==> src/rtl/sim_ctrl_gen.sv <==
// Simulation/system control: sequenced reset release, NUM_CH clock-enable tick channels, watchdog.
// Optional per-channel tick statistics output enabled by defining SIM_CTRL_STATS_EN.
module sim_ctrl_gen #(
  parameter int unsigned NUM_CH    = 4,
  parameter int unsigned DIV_W     = 8,
  parameter int unsigned RST_HOLD  = 16,
  parameter int unsigned TIMEOUT_W = 32
) (
  input  logic                      clk,
  input  logic                      rst_n,
  input  logic [NUM_CH*DIV_W-1:0]   div_cfg,
  input  logic [NUM_CH-1:0]         ch_en,
  input  logic                      kick,
  input  logic                      done_i,
  input  logic [TIMEOUT_W-1:0]      timeout_lim,
  output logic                      rst_out_n,
  output logic [NUM_CH-1:0]         tick_o,
  output logic [1:0]                state_o,
  output logic [TIMEOUT_W-1:0]      cyc_cnt_o,
  output logic                      done_o,
`ifdef SIM_CTRL_STATS_EN
  output logic [NUM_CH*16-1:0]      tick_cnt_o,
`endif
  output logic                      timeout_o
);

  localparam int unsigned HOLD_W = (RST_HOLD > 1) ? $clog2(RST_HOLD) : 1;

  typedef enum logic [1:0] {
    S_HOLD    = 2'd0,
    S_RUN     = 2'd1,
    S_DONE    = 2'd2,
    S_TIMEOUT = 2'd3
  } state_t;

  state_t                          state;
  logic [HOLD_W-1:0]               hold_cnt;
  logic [NUM_CH-1:0][DIV_W-1:0]    ch_cnt;
  logic [NUM_CH-1:0][DIV_W-1:0]    ch_cnt_nxt;
  logic [NUM_CH-1:0]               tick_nxt;
  logic [TIMEOUT_W-1:0]            wd_cnt;
  logic [TIMEOUT_W-1:0]            wd_inc;
  logic                            wd_expire;
`ifdef SIM_CTRL_STATS_EN
  logic [NUM_CH-1:0][15:0]         tick_cnt;
  assign tick_cnt_o = tick_cnt;
`endif

  assign state_o = state;

  // Next-cycle channel counters/ticks and watchdog expiry, used only while in RUN.
  always_comb begin
    ch_cnt_nxt = '0;
    tick_nxt   = '0;
    wd_inc     = wd_cnt + TIMEOUT_W'(1);
    wd_expire  = (timeout_lim != '0) && !kick && (wd_inc == timeout_lim);
    for (int i = 0; i < NUM_CH; i++) begin
      if (ch_en[i]) begin
        if (ch_cnt[i] >= div_cfg[i*DIV_W +: DIV_W]) begin
          tick_nxt[i] = 1'b1;
        end else begin
          ch_cnt_nxt[i] = ch_cnt[i] + DIV_W'(1);
        end
      end
    end
  end

  always_ff @(posedge clk or negedge rst_n) begin
    if (!rst_n) begin
      state     <= S_HOLD;
      hold_cnt  <= '0;
      ch_cnt    <= '0;
      wd_cnt    <= '0;
      rst_out_n <= 1'b0;
      tick_o    <= '0;
      cyc_cnt_o <= '0;
      done_o    <= 1'b0;
      timeout_o <= 1'b0;
`ifdef SIM_CTRL_STATS_EN
      tick_cnt  <= '0;
`endif
    end else begin
      case (state)
        S_HOLD: begin
          tick_o   <= '0;
          hold_cnt <= hold_cnt + HOLD_W'(1);
          if (hold_cnt == HOLD_W'(RST_HOLD - 1)) begin
            rst_out_n <= 1'b1;
            state     <= S_RUN;
          end
        end
        S_RUN: begin
          cyc_cnt_o <= cyc_cnt_o + TIMEOUT_W'(1);
          ch_cnt    <= ch_cnt_nxt;
          wd_cnt    <= kick ? '0 : wd_inc;
          // Terminating edge drops ticks so tick_o is never high outside RUN.
          if (done_i) begin
            state  <= S_DONE;
            done_o <= 1'b1;
            tick_o <= '0;
          end else if (wd_expire) begin
            state     <= S_TIMEOUT;
            timeout_o <= 1'b1;
            tick_o    <= '0;
          end else begin
            tick_o <= tick_nxt;
`ifdef SIM_CTRL_STATS_EN
            for (int i = 0; i < NUM_CH; i++) begin
              if (tick_nxt[i] && (tick_cnt[i] != 16'hFFFF)) begin
                tick_cnt[i] <= tick_cnt[i] + 16'd1;
              end
            end
`endif
          end
        end
        default: begin
          tick_o <= '0;
        end
      endcase
    end
  end

endmodule

==> config.mk <==
export PLATFORM = sky130hd
export DESIGN_NAME = sim_ctrl_gen
export DESIGN_NICKNAME = d
export VERILOG_FILES = /design/src/rtl/sim_ctrl_gen.sv
export SDC_FILE = /design/constraint.sdc
export NUM_CORES = 1
export LEC_CHECK = 0
export BUFFER_PORTS_ARGS = -buffer_cell sky130_fd_sc_hd__clkbuf_2
export CORE_ASPECT_RATIO = 0.7
export CORE_MARGIN = 2
export CORE_UTILIZATION = 40
export DETAILED_ROUTE_END_ITERATION = 7
export PLACE_DENSITY = 0.57
export SLEW_MARGIN = 20
export SYNTH_ARGS = -nofsm -noshare
export SYNTH_HDL_FRONTEND = slang
export SYNTH_SLANG_ARGS = --single-unit
==> constraint.sdc <==
create_clock -name clk -period 3.7 [get_ports clk]
set_input_delay 0.74 -clock clk [delete_from_list [all_inputs] [get_ports clk]]
set_output_delay 0.74 -clock clk [all_outputs]
set_load 0.02 [all_outputs]
==> metrics.md <==
| Metric | Value |
|---|---|
| Critical path required time | `3950 ps` |
| Worst hold path type | `input port to asynchronous set/reset pin` |
| I/O Buffers | `112` |
| Post-synthesis async set-or-reset flop share | `1.00` |
| Deepest clock path buffer count | `2` |
| Setup TNS Final | `0 ps` |
| WP data arrival | `3610 ps` |
| Setup ws final | `338 ps` |
| Synthesis-to-finish area growth | `14.4%` |
| Layout cell share with drive strength beyond 1 | `0.186` |
| Worst Setup SP | `wd_cnt[3]` |
| First-pass iteration count of the detailed router | `5` |
| Final wirelength | `18.3 mm` |
| Total grt overflow | `0` |
| Crit path launch type | `flip-flop` |
| RSZ-0062 raised after global routing | `false` |
| Vias | `6081` |
| Initial antenna violation count | `0` |
| Reg clk slew, reported paths | `80 ps` |
| Max_slew headroom | `0.417` |
| Post-synth EDFFs | `0` |
| CTS tree | `done` |
| Number of diodes | `0` |
| 1st-iter DRT viols | `401` |
| Critical path class | `flip-flop to flip-flop` |
| CP Cell Sequence | `nand4_1 -> nor3_4 -> mux2_2 -> a221oi_1 -> o2111ai_1 -> or4b_4 -> nand4bb_4 -> and4b_1` |
| CP endpoint kind | `flip-flop` |
| Tot GR Track Use | `0.198` |
| HPWL Detailed | `13.6 mm` |
| Fin. Hold Viols | `0` |
| Worst-Margin Slew | `875 ps` |
| Mapped Area | `7260 µm²` |
| Max stage delay on crit path | `540 ps` |
| Worst R2R Setup Slack | `340 ps` |
| Leakage Power | `4.13 nW` |
| Top post-synthesis cells by area | `dfrtp_1 (38%), ha_1 (6.7%), xnor2_1 (5.8%)` |
| Initial core utilization | `0.406` |
| Vias per cell | `5.30` |
| Pin count of the biggest net entering global routing | `77` |
| Synth area leader | `dfrtp_1` |
| Final setup fails | `0` |
| Fin area | `8310 µm²` |
| Placement Cell Area | `8000 µm²` |
| F_max | `297 MHz` |
| Slew Viols, Final | `0` |
| Mapped Cells | `815` |
| CTS Root Cell | `clkbuf_16` |
| Clk sink count | `109` |
| CP max stage cell | `dfrtp_1` |
| DRC | `0` |
| Max-Cap Viols | `0` |
| Site Rows | `41` |
| Worst vdd ir | `0.198 mV` |
| Sequential share of the synthesized area | `0.375` |
| Worst R2R Start | `wd_cnt[3]` |
| Final #Nets | `1017` |
| Worst slack, placed | `271 ps` |
| Worst-skew pair later-pin latency | `360 ps` |
| Outcome | `finished clean` |
| Post-synthesis area per instance | `8.91 µm²` |
| Clock skew | `11.8 ps` |
| R2R depth | `8` |
| Vias in the first global route | `5591` |
| Minimum clock period | `3360 ps` |
| Setup Buffers After CTS | `0` |
| Routed WL per cell | `16.0 µm` |
| First-pass GRT wire length | `29.9 mm` |
| CORE AREA | `17900 µm²` |
| Die footprint | `19300 µm²` |
| Synth unique cells | `68` |
| H-tree level count | `3` |
| Final worst-path cycle share | `0.909` |
| Synth Net Count | `926` |
| Worst Path Max Fanout | `9` |
| Synth warn | `0` |
| Num CTS Buffers | `9` |
| Yosys reg bits | `109` |
| Io pins | `113` |
| Die width | `165 µm` |
| Die Y | `117 µm` |
| Final ANT Viol Nets | `0` |
| Worst R2R End | `tick_o[0]` |
| Pwr/cell area | `343 nW/µm²` |
| Commonest register cell after synthesis | `dfrtp_1` |
| Gpl congestion | `0.921` |
| Post-synth top area share | `0.375` |
## timing repair
item	4_1_cts	5_1_grt
gates resized for setup	0	1
endpoints found under the setup margin	0	2
hold buffers	0	0
hold endpoints to repair	0	0
## cell usage in the layout (no fill, tap or decap), types with 20 or more instances in the layout
| cell | instances |
|---|---|
| clkbuf_2 | 111 |
| dfrtp_1 | 109 |
| nand2_1 | 88 |
| nor2_1 | 52 |
| xnor2_1 | 48 |
| inv_1 | 45 |
| o21ai_0 | 42 |
| nand3_1 | 39 |
| ha_1 | 39 |
| xor2_1 | 29 |
| a21oi_1 | 29 |
| nor3_1 | 24 |
| nand2b_1 | 20 |
| nand4_1 | 20 |
## where the power goes
part	internal, W	leakage, nW	switching (W)
logic	0.000239	2.66	0.000284
clock network	0.000490	0.148	0.000521
registers	0.00125	1.32	0.0000683
## synth_stat cells (6+ instances only)
| master | instances |
|---|---|
| nor3_1 | 24 |
| and3_1 | 16 |
| clkbuf_1 | 25 |
| ha_1 | 39 |
| a21oi_1 | 29 |
| nor4_1 | 13 |
| mux2i_1 | 19 |
| o31ai_1 | 7 |
| nand4_1 | 20 |
| nand3_1 | 39 |
| dfrtp_1 | 109 |
| xor2_1 | 29 |
| a22o_1 | 10 |
| a31oi_1 | 16 |
| nand2_1 | 88 |
| inv_1 | 45 |
| o22ai_1 | 6 |
| and4_1 | 8 |
| and2_1 | 6 |
| a21o_1 | 11 |
| nand2b_1 | 21 |
| o21ai_0 | 42 |
| xnor2_1 | 48 |
| nor2_1 | 52 |
## worst max path at each step
stage	slack, ps	cells after the start	end
3_3_place_gp	380	8	tick_o[0]
5_1_grt	120	9	tick_o[0]
2_1_floorplan	700	9	tick_o[0]
6_report	340	8	tick_o[0]
3_5_place_dp	270	8	tick_o[0]
4_1_cts	240	8	tick_o[0]
## sequential cells by signal, summed over array words and instances, names as in the netlist
| register | count |
|---|---|
| ch_cnt | 32 |
| tick_o | 4 |
| wd_cnt | 32 |
| cyc_cnt_o | 32 |
| done_o | 1 |
| state_o | 2 |
| timeout_o | 1 |
| rst_out_n | 1 |
| hold_cnt | 4 |
## layer usage
layer	track usage	vias up	share of wire
met4	0.0435	0	0.013
met5	0	-	0
met2	0.273	141	0.39
met1	0.312	2830	0.54
met3	0.0433	20	0.057
li1	-	3090	-
## layout make-up
type / instances / area, µm²
Fill cell: 1737 / 9590
Multi-Input combinational cell: 618 / 4160
Sequential cell: 109 / 2730
Timing Repair Buffer: 123 / 658
Tap cell: 236 / 295
Clock buffer: 9 / 225
Inverter: 45 / 169
Clock inverter: 7 / 82.6
## through the flow
step                      instances  utilization  power (W)  hold WS, ps
after floorplan                 815            -    0.00167          444
after global placement         1131        0.447    0.00186          453
after detailed placement       1131        0.447    0.00186          449
after CTS                      1147        0.464    0.00289          446
after global routing           1147        0.464    0.00301          473
final                          1147        0.464    0.00285          416
## critical path, delay by kind of cell (launching register included)
kind,cells,cell delay (ps)
AOI/OAI and AO/OA,2,520
and+or+nand+nor,5,1810
DFF,1,540
muxes,1,390
## cells by family after synthesis
| logic type | after synthesis | share of synthesized area |
|---|---|---|
| simple gates | 326 | 0.243 |
| buf+inv | 88 | 0.0541 |
| fa+ha+maj | 39 | 0.0672 |
| mux | 22 | 0.0308 |
| flops | 109 | 0.375 |
| compound gates | 154 | 0.137 |
| xor+xnor | 77 | 0.0928 |
Power figures use the tool's default switching activity.
